[src/rtl/debounce_sync_if.sv]
// Signal bundle between the raw input source and the debounce/sync stage.
interface debounce_sync_if #(
    parameter int unsigned BOUNCE_W = 8
);
    logic                din;
    logic                q;
    logic                rise;
    logic                fall;
    logic                busy;
    logic [BOUNCE_W-1:0] bounce_cnt;

    // Source side: drives the raw level, observes the conditioned result.
    modport master (
        output din,
        input  q,
        input  rise,
        input  fall,
        input  busy,
        input  bounce_cnt
    );

    // Conditioning stage side.
    modport slave (
        input  din,
        output q,
        output rise,
        output fall,
        output busy,
        output bounce_cnt
    );
endinterface

[src/rtl/debounce_sync.sv]
// Input conditioning: synchronises a raw asynchronous level to clk, rejects
// bounce shorter than DEBOUNCE_CYCLES samples, and reports edges and the
// number of rejected candidates.
module debounce_sync #(
    parameter int unsigned SYNC_STAGES     = 2,
    parameter int unsigned DEBOUNCE_CYCLES = 4,
    parameter int unsigned BOUNCE_W        = 8
) (
    input  logic           clk,
    input  logic           reset,
    debounce_sync_if.slave bus_io
);

    localparam int unsigned CntW = (DEBOUNCE_CYCLES > 1) ? $clog2(DEBOUNCE_CYCLES) : 1;
    localparam logic [CntW-1:0] CntLast = CntW'(DEBOUNCE_CYCLES - 1);

    typedef enum logic [1:0] {
        StStableLo,
        StChkHi,
        StStableHi,
        StChkLo
    } state_e;

    logic [SYNC_STAGES-1:0] sync_q;
    logic                   din_s;

    state_e                 state_q, state_d;
    logic [CntW-1:0]        cnt_q, cnt_d;
    logic                   q_q, q_d;
    logic                   rise_q, rise_d;
    logic                   fall_q, fall_d;
    logic [BOUNCE_W-1:0]    bounce_cnt_q, bounce_cnt_d;
    logic                   reject;
    logic                   busy;

    // Synchroniser chain; only its last stage is seen by the filter.
    always_ff @(posedge clk) begin
        if (reset) begin
            sync_q <= '0;
        end else begin
            sync_q <= {sync_q[SYNC_STAGES-2:0], bus_io.din};
        end
    end

    assign din_s = sync_q[SYNC_STAGES-1];

    // State and registered-output update.
    always_ff @(posedge clk) begin
        if (reset) begin
            state_q      <= StStableLo;
            cnt_q        <= '0;
            q_q          <= 1'b0;
            rise_q       <= 1'b0;
            fall_q       <= 1'b0;
            bounce_cnt_q <= '0;
        end else begin
            state_q      <= state_d;
            cnt_q        <= cnt_d;
            q_q          <= q_d;
            rise_q       <= rise_d;
            fall_q       <= fall_d;
            bounce_cnt_q <= bounce_cnt_d;
        end
    end

    // Next-state logic: qualify a candidate level for DEBOUNCE_CYCLES samples.
    always_comb begin
        state_d = state_q;
        cnt_d   = cnt_q;
        q_d     = q_q;
        rise_d  = 1'b0;
        fall_d  = 1'b0;
        reject  = 1'b0;

        unique case (state_q)
            StStableLo: begin
                if (din_s) begin
                    state_d = StChkHi;
                    cnt_d   = CntW'(1);
                end
            end
            StChkHi: begin
                if (!din_s) begin
                    state_d = StStableLo;
                    cnt_d   = '0;
                    reject  = 1'b1;
                end else if (cnt_q == CntLast) begin
                    state_d = StStableHi;
                    cnt_d   = '0;
                    q_d     = 1'b1;
                    rise_d  = 1'b1;
                end else begin
                    cnt_d = cnt_q + CntW'(1);
                end
            end
            StStableHi: begin
                if (!din_s) begin
                    state_d = StChkLo;
                    cnt_d   = CntW'(1);
                end
            end
            StChkLo: begin
                if (din_s) begin
                    state_d = StStableHi;
                    cnt_d   = '0;
                    reject  = 1'b1;
                end else if (cnt_q == CntLast) begin
                    state_d = StStableLo;
                    cnt_d   = '0;
                    q_d     = 1'b0;
                    fall_d  = 1'b1;
                end else begin
                    cnt_d = cnt_q + CntW'(1);
                end
            end
            default: begin
                state_d = StStableLo;
                cnt_d   = '0;
            end
        endcase
    end

    // Rejected-candidate counter saturates rather than wrapping.
    always_comb begin
        bounce_cnt_d = bounce_cnt_q;
        if (reject && (bounce_cnt_q != {BOUNCE_W{1'b1}})) begin
            bounce_cnt_d = bounce_cnt_q + BOUNCE_W'(1);
        end
    end

    // Output decode: busy straight from the registered state.
    always_comb begin
        busy = (state_q == StChkHi) || (state_q == StChkLo);
    end

    assign bus_io.q          = q_q;
    assign bus_io.rise       = rise_q;
    assign bus_io.fall       = fall_q;
    assign bus_io.busy       = busy;
    assign bus_io.bounce_cnt = bounce_cnt_q;

endmodule

[src/flat_wrapper.sv]
// flat-port wrapper written by rule: the top's interface ports become plain ports
module debounce_sync_flat 
#(
    parameter int unsigned SYNC_STAGES     = 2,
    parameter int unsigned DEBOUNCE_CYCLES = 4,
    parameter int unsigned BOUNCE_W        = 8
)
  (clk, reset, bus_io_din, bus_io_q, bus_io_rise, bus_io_fall, bus_io_busy, bus_io_bounce_cnt);
  debounce_sync_if #(.BOUNCE_W(BOUNCE_W)) bus_io_i ();
  input  logic clk;
  input  logic reset;
  input wire logic [$bits(bus_io_i.din)-1:0] bus_io_din;
  output wire logic [$bits(bus_io_i.q)-1:0] bus_io_q;
  output wire logic [$bits(bus_io_i.rise)-1:0] bus_io_rise;
  output wire logic [$bits(bus_io_i.fall)-1:0] bus_io_fall;
  output wire logic [$bits(bus_io_i.busy)-1:0] bus_io_busy;
  output wire logic [$bits(bus_io_i.bounce_cnt)-1:0] bus_io_bounce_cnt;
  assign bus_io_i.din = bus_io_din;
  assign bus_io_q = bus_io_i.q;
  assign bus_io_rise = bus_io_i.rise;
  assign bus_io_fall = bus_io_i.fall;
  assign bus_io_busy = bus_io_i.busy;
  assign bus_io_bounce_cnt = bus_io_i.bounce_cnt;
  debounce_sync #(.SYNC_STAGES(SYNC_STAGES), .DEBOUNCE_CYCLES(DEBOUNCE_CYCLES), .BOUNCE_W(BOUNCE_W)) u_core (.clk(clk), .reset(reset), .bus_io(bus_io_i));
endmodule
[config.mk]
export PLATFORM = sky130hd
export DESIGN_NAME = debounce_sync_flat
export DESIGN_NICKNAME = d
export VERILOG_FILES = /design/src/rtl/debounce_sync_if.sv /design/src/rtl/debounce_sync.sv /design/src/flat_wrapper.sv
export SDC_FILE = /design/constraint.sdc
export NUM_CORES = 1
export LEC_CHECK = 0
export ABC_CLOCK_PERIOD_IN_PS = 2820
export BUFFER_PORTS_ARGS = -buffer_cell sky130_fd_sc_hd__buf_2
export CORE_MARGIN = 2
export CORE_UTILIZATION = 50
export DETAILED_ROUTE_END_ITERATION = 8
export HOLD_SLACK_MARGIN = 0.08
export PLACE_DENSITY = 0.79
export SYNTH_ARGS = -nofsm -noshare
export SYNTH_HDL_FRONTEND = slang
export SYNTH_SLANG_ARGS = --single-unit
[constraint.sdc]
create_clock -name clk -period 2.82 [get_ports clk]
set_input_delay 0.564 -clock clk [delete_from_list [all_inputs] [get_ports clk]]
set_output_delay 0.564 -clock clk [all_outputs]
set_load 0.05 [all_outputs]
==> results.toml, run 1 <==
[cts]
cts_buffers = 3
cts_sinks = 17
clk_path_buf_depth = 2
cts_tree = "built"
ctsResizeCount = 0
htree_levels = 1
clkTransAtPathRegs_ns = 0.10
root_buffer = "clkbuf_4"
cts_hold_buf = 0
insertion_delay_ns = 0.29
post-cts-setup-buffers = 0

[min_path]
min-delay-start = "u_core.sync_q[0]"
hold_class = "reg -> reg"
min_path_cells = 1
min_to = "u_core.sync_q[1]"

[outcome]
outcome = "finished, final reports clean"

[global_routing]
grt_overflow_total = 0
antenna_found_initial = 0
grt_max_degree = 18
grtUsageTotal_pct = 15.2
grt_pass1_wl_um = 2040
first_global_vias = 476

[yosys]
synth-compound-area-share_pct = 17.7
ys_seq_elements = 17
syn_nets = 80
synthesis.area_sq_um = 713
yosysWarnings = 0
synth_top_family_by_area = "simple AND/OR/NAND/NOR gates"
synthCells = 75
synth-xor-area-share_pct = 3.51
muxShareOfSynthArea_pct = 1.40
synth-adder-area-share_pct = 3.51
ys_seq_area_share_pct = 47.7
synth_cell_types = 27
yosys.area_share.simple_pct = 20.2
synth_area_per_cell_sq_um = 9.51

[power_and_ir_drop]
pwr-share-comb_pct = 6.3
ir_drop_uv = 294
p_leak_nw = 0.314
pwr-share-clk_pct = 31.9
total_power_mw = 0.402
p_switching_mw = 0.0969
p_per_area_mw_per_mm2 = 501
intPower_mw = 0.305
seqPwrFrac_pct = 61.7
switching_share_pct = 24.1

[sta]
finalSetupViolations = 0
tightest_slew_ns = 0.463
finClkSkew_ns = 0.00349
fmax_ghz = 0.599
whs_ns = 0.453
slew_viol_final = 0
setup_slack_ns = 1.15
fin_crit_ns = 1.67
period_share_pct = 59.2
relSlewSlack_pct = 69.0
tns_ns = 0
rsz0062_at_grt = "no"
hold_viol = 0

[route]
vias = 587
avgViaCountPerCell = 5.70
drt_iter0_markers = 4
drt_wl_total_um = 1250
wl_per_cell_um = 12.1
drtPass1Iterations = 4
antenna_left = 0
drc = 0

[finish]
drive_gt1_share_pct = 23.9
areaGrowthSynthToFinish_pct = 12.5
regArea_sq_um = 340
num_antenna_cells = 0
fillers = 118
multi_input_area_sq_um = 330
final_cells = 103
nets = 94

[setup_path]
critical_path_arrival_ns = 1.11
regToRegSetupSlack_ns = 1.19
cp.required_ns = 2.26
crit_family = "flip-flops"
r2r-end = "u_core.bus_io.bounce_cnt[7]"
max_stage_delay_ns = 0.49
path_cells = "buf_2"
crit_slowest_cell = "dfxtp_1"
startpoint_type = "flop"
crit_buf_inv = 1
r2r_cells = 4
cp_max_fo = 9
worst-setup-path-type = "reg -> out"
cp-end-kind = "output pin"

[flow_run]
maxCapViolCount = 0

[placement]
pre_cts_ws_ns = 1.23
gp_congestion = 0.786
place_inst = 99
io_buffers = 14

[floorplanning]
die_area_sq_mm = 0.00174
rows = 13
initial_utilization_pct = 54.1
io_pins = 15
core_area_sq_mm = 0.00132
dieWidth_um = 41.8
die_h_um = 41.8
[power by group through the flow]
stage | clock network, mW | registers (mW) | logic, mW
final | 0.128 | 0.248 | 0.0254
after global routing | 0.139 | 0.249 | 0.0277
after floorplan | 0 | 0.259 | 0.0153
after detailed placement | 0 | 0.254 | 0.0255
after CTS | 0.133 | 0.248 | 0.0256
after global placement | 0 | 0.254 | 0.0248
[cell usage in the layout, fill, tap and decap left out, drive strengths merged, types with 3 or more instances in the layout]
| master | instances |
|---|---|
| a211oi | 3 |
| a21oi | 8 |
| buf | 14 |
| clkbuf | 3 |
| dfxtp | 17 |
| inv | 4 |
| nand2 | 3 |
| nand3 | 4 |
| o21ai | 4 |
| or3 | 3 |
[logic make-up (layout without fill, tap and decap cells)]
family | after synthesis | count (layout)
and+or+nand+nor | 24 | 24
AOI/OAI and AO/OA | 20 | 20
DFF | 17 | 17
buffers and inverters | 9 | 22
adders and majority gates | 2 | 2
xor gates and xnor gates | 2 | 2
muxes | 1 | 1
[Yosys cell counts]
cell type   n  share of area [%]
nor3_1      1               0.70
buf_2       1               0.70
o21a_1      1                1.1
a21o_2      1                1.2
xnor2_2     1                2.3
nand3_1     4                2.8
ha_1        2                3.5
inv_1       4                2.1
o21ai_0     4                2.8
dfxtp_1    17                 48
nor2b_1     2                1.8
nand4_1     2                1.8
or3_1       3                2.6
xor2_1      1                1.2
nand3b_1    2                2.1
nand2_1     3                1.6
nor2_1      2                1.1
mux2i_1     1                1.4
o31ai_1     2                2.1
o211ai_2    1                1.8
a211oi_1    3                3.2
or4_1       2                2.1
buf_6       1                1.6
and4_1      1                1.2
clkbuf_1    3                1.6
a21oi_1     8                5.6
nor4b_1     2                2.5
[final cells by class]
type / instances / area share [%]
well taps: 15 / 2.34
multi-input cells: 49 / 41.2
repair buffers: 14 / 8.74
clock buffers: 3 / 2.81
inverters: 4 / 1.87
flip-flops and latches: 17 / 42.4
clock inverters: 1 / 0.624
[per-layer routing]
layer,GRT usage [%],share of wire [%]
met5,0,0
met4,7.74,2.5
met3,2.61,4.0
met2,22.5,46
met1,21.0,47
[state kept, by name (all words and copies together), names as in the netlist, named ones only]
name and count:
u_core.bus_io.bounce_cnt 8, u_core.cnt_q 2, u_core.sync_q 2, u_core.bus_io.fall 1, u_core.bus_io.q 1, u_core.bus_io.rise 1, u_core.state_q 1
[worst max-delay path by stage]
stage / from / endpoint / slack [ns] / cells after the start
after floorplan: u_core.bus_io.bounce_cnt[0] / u_core.bus_io.bounce_cnt[1] / 1.10 / 6
after global placement: flop / u_core.bus_io.bounce_cnt[7] / 1.28 / 4
after detailed placement: flop / u_core.bus_io.bounce_cnt[5] / 1.23 / 4
after CTS: u_core.state_q[0] / bus_io_busy / 1.14 / 1
after global routing: flop / u_core.bus_io.bounce_cnt[5] / 1.07 / 4
final: u_core.state_q[0] / bus_io_busy / 1.15 / 1
[per-stage QoR]
| step | area (sq um) | util (%) |
|---|---|---|
| after global placement | 774 | 58.8 |
| after CTS | 802 | 60.9 |
| after global routing | 802 | 60.9 |
| after floorplan | 713 | - |
| after detailed placement | 774 | 58.8 |
| final | 802 | 60.9 |
No activity file was read; power rests on OpenSTA's default activity.
==> run 2, diff against run 1 <==
- ABC_CLOCK_PERIOD_IN_PS: 2820 -> 1500
- CORE_UTILIZATION: 50 -> 45
- PLACE_DENSITY: 0.79 -> 0.75
- clock period: 2.82 -> 1.5 ns (I/O delays scaled with it)
==> run 2 against run 1 <==
Worst setup slack lost 1.1 ns. Wire length grew 26%. Flip-flop and latch count is the same. Critical path type is now reg -> reg. Largest power group unchanged. Highest routed layer unchanged.
==> results.toml, run 2 (synthesis results as in run 1) <==
[finish]
multi_input_area_sq_um = 374
areaGrowthSynthToFinish_pct = 30.7
fillers = 116
nets = 104
regArea_sq_um = 355
num_antenna_cells = 0
final_common_cell = "buf_2"
layout_common_cells = "buf_2 (13), dfxtp_1 (9), buf_4 (9)"
largest_reg_flops = 8
final_cells = 114
drive_gt1_share_pct = 43.9
fin_util_pct = 62.6

[route]
drtPass1Iterations = 4
vias = 652
drt_iter0_markers = 12
drc = 0
wl_per_cell_um = 13.8
avgViaCountPerCell = 5.72
antenna_left = 0
drt_wl_total_um = 1580

[cts]
htree_levels = 1
cts_buffers = 3
clk_path_buf_depth = 2
cts_hold_buf = 0
cts_sinks = 17
cts_tree = "built"
insertion_delay_ns = 0.30
clkTransAtPathRegs_ns = 0.11
root_buffer = "clkbuf_4"

[sta]
relSlewSlack_pct = 79.0
rsz0062_at_grt = "yes"
finalSetupViolations = 0
setup_slack_ns = 0.0166
tightest_slew_ns = 0.315
finClkSkew_ns = 0.00659
fin_crit_ns = 1.48
hold_viol = 0
period_share_pct = 98.9
tns_ns = 0
fmax_ghz = 0.674
whs_ns = 0.214
slew_viol_final = 0

[global_routing]
first_global_vias = 521
met2_usage_pct = 23.5
use_met3_pct = 2.50
grtUsageTotal_pct = 15.0
top_usage_layer = "met2"
met1_usage_pct = 19.9
grt_overflow_total = 0
antenna_found_initial = 0
grt_max_degree = 18
grt_pass1_wl_um = 2150

[power_and_ir_drop]
p_leak_nw = 0.362
ir_drop_uv = 534
p_per_area_mw_per_mm2 = 837

[setup_path]
cp-end-kind = "flop"
startpoint_type = "flop"
cp_max_fo = 5
worst-setup-path-type = "reg -> reg"
critical_path_arrival_ns = 1.72
cp.required_ns = 1.73

[outcome]
outcome = "finished, final reports clean"

[floorplanning]
dieWidth_um = 43.8
die_h_um = 43.8
initial_utilization_pct = 47.9
die_area_sq_mm = 0.00192
core_area_sq_mm = 0.00149
rows = 14
io_pins = 15

[placement]
gp_congestion = 0.749
pre_cts_ws_ns = -0.00243
place_inst = 106
io_buffers = 14

[flow_run]
maxCapViolCount = 0

[min_path]
hold_class = "in -> reg"
run 2: final cells by class:
cell class | count | share of cell area [%]
multi-input combinational | 50 | 40.1
clock buffer | 3 | 2.42
clock inverter | 1 | 0.537
sequential | 17 | 38.1
timing repair buffer | 23 | 15.0
inverter | 4 | 1.61
tap | 16 | 2.15
run 2: repair_timing:
action	in CTS	in global routing
resized for setup	1	6
pin swaps	0	4
endpoints found under the setup margin	1	2
setup buffers	0	3
gates cloned	0	1
hold endpoints to repair	0	0
run 2: worst paths after layout:
kind         cells past startpoint  slack (ns)             start                     endpoint
max                              4        0.02  u_core.sync_q[1]  u_core.bus_io.bounce_cnt[7]
min                              2        0.21        bus_io_din             u_core.sync_q[0]
max reg2reg                      4        0.02  u_core.sync_q[1]  u_core.bus_io.bounce_cnt[7]
min reg2reg                      1        0.45  u_core.sync_q[0]             u_core.sync_q[1]
run 2: per-stage QoR:
| step | power, mW | instance area [sq um] |
|---|---|---|
| CTS | 0.775 | 873 |
| global placement | 0.526 | 837 |
| floorplan | 0.514 | 729 |
| finish | 0.780 | 932 |
| detailed placement | 0.528 | 837 |
| global route | 0.805 | 932 |
run 2: report_power, final:
group / switching [mW] / internal (mW)
Clock: 0.155 / 0.0994
Combinational: 0.0381 / 0.0233
Sequential: 0.00681 / 0.457
run 2: layer usage:
metal	vias to the layer above	wire length [um]
met5	-	0
met4	0	14
met3	2	61
met2	17	778
met1	312	723
li1	321	-
run 2: critical path, stage by stage, from the launching register on:
cell	delay, ns
dfxtp_2	0.35
xnor2_2	0.28
o211ai_2	0.19
or4_4	0.45
a21oi_2	0.15
==> run 3, diff against run 2 <==
- CORE_MARGIN: 2 -> 10
- HOLD_SLACK_MARGIN: 0.08 -> 0.1
==> run 3 against run 2 <==
Sequential share of layout area grew 1.9 points. Largest cell class unchanged. Final cell count decreased by 4.4%. Die area grew 86%. Count of clock-buffer cells in the layout rose by 1. Highest routed layer unchanged. Clock power is 5% lower. Sequential power about the same. Cell area fell by 4.3%. Non-clock buffer count down 5. Flip-flop and latch count did not move.
==> results.toml, run 3 (synthesis results as in run 1) <==
[finish]
drive_gt1_share_pct = 38.7
nets = 99
areaGrowthSynthToFinish_pct = 25.1
num_antenna_cells = 0
final_common_cell = "buf_2"
layout_common_cells = "buf_2 (14), a21oi_1 (8), dfxtp_1 (8)"
fin_util_pct = 59.2
fillers = 139
design_area_sq_um = 892
largest_reg_flops = 8

[route]
drt_iter0_markers = 11
wl_per_cell_um = 13.3
vias = 601
drtPass1Iterations = 4
drt_wl_total_um = 1450
avgViaCountPerCell = 5.51
drc = 0
antenna_left = 0

[setup_path]
startpoint_type = "flop"
cp-end-kind = "output pin"
worst-setup-path-type = "reg -> out"
cp.required_ns = 1.20
cp_max_fo = 8
critical_path_arrival_ns = 1.15

[sta]
fmax_ghz = 0.688
slew_viol_final = 0
hold_viol = 0
whs_ns = 0.228
finalSetupViolations = 0
tightest_slew_ns = 0.306
fin_crit_ns = 1.45
finClkSkew_ns = 0.0136
relSlewSlack_pct = 79.6
rsz0062_at_grt = "yes"
period_share_pct = 97.0
setup_slack_ns = 0.0456

[placement]
dpl_cell_area_sq_um = 822
gp_congestion = 0.789
io_buffers = 14
dp_hpwl_um = 1000
pre_cts_ws_ns = 0.0363

[global_routing]
grt_overflow_total = 0
first_global_vias = 577
grt_pass1_wl_um = 2450
grtUsageTotal_pct = 8.62
grt_max_degree = 18
antenna_found_initial = 0

[power_and_ir_drop]
p_leak_nw = 0.339
ir_drop_uv = 592
p_per_area_mw_per_mm2 = 854

[floorplanning]
initial_utilization_pct = 47.3
io_pins = 15
rows = 14
die_h_um = 59.8
dieWidth_um = 59.8
die_area_sq_mm = 0.00358
core_area_sq_mm = 0.00151

[cts]
cts_tree = "built"
cts_sinks = 17
htree_levels = 1
root_buffer = "clkbuf_4"
cts_buffers = 3
clk_path_buf_depth = 2
clkTransAtPathRegs_ns = 0.10
insertion_delay_ns = 0.29

[outcome]
outcome = "finished, final reports clean"

[flow_run]
maxCapViolCount = 0

[min_path]
hold_class = "in -> reg"
run 3: cell count changes in the layout (fill, tap and decap cells not counted), sizes merged:
| cell | delta |
|---|---|
| buf | -4 |
| clkinv | -1 |
run 3: timing repair:
| action | CTS | global route |
|---|---|---|
| hold buffers | 0 | 0 |
| endpoints found under the setup margin | 0 | 6 |
| setup buffers | 0 | 0 |
| resized for setup | 0 | 6 |
run 3: worst max-delay path: stages, from the launching register on:
cell and delay [ns]:
dfxtp_1 0.42, buf_4 0.18, buf_2 0.27
run 3: area by class of cell:
| class | instances | area, sq um | area share, % |
|---|---|---|---|
| Timing Repair Buffer | 18 | 104 | 11.6 |
| Inverter | 4 | 15.0 | 1.68 |
| Tap cell | 16 | 20.0 | 2.24 |
| Clock buffer | 4 | 26.3 | 2.95 |
| Sequential cell | 17 | 357 | 40.0 |
| Multi-Input combinational cell | 50 | 370 | 41.5 |
run 3: through the flow:
step                      setup TNS [ns]  total power [mW]  cells
after floorplan                        0             0.514     75
after global placement                 0             0.525    104
after detailed placement               0             0.526    104
after CTS                              0             0.764    108
after global routing             -0.0136             0.794    109
final                                  0             0.762    109
run 3: per-layer routing:
metal	share of wire, %	track usage (%)
met5	0	0
met4	0.69	5.77
met3	4.5	2.75
met2	45	12.1
met1	49	10.9
run 3: path summary, 6_finish.rpt:
check | depth (start not counted) | start | to | slack (ns)
worst max register to register | 6 | u_core.bus_io.bounce_cnt[0] | u_core.bus_io.bounce_cnt[1] | 0.08
worst max-delay path | 2 | u_core.state_q[0] | bus_io_busy | 0.05
worst min-delay path | 2 | bus_io_din | u_core.sync_q[0] | 0.23
worst min register to register | 1 | u_core.sync_q[0] | u_core.sync_q[1] | 0.45
run 3: power breakdown:
group | internal [mW] | switching, mW | total [mW]
registers | 0.457 | 0.00776 | 0.464
logic | 0.0205 | 0.0355 | 0.0560
clock network | 0.103 | 0.138 | 0.242
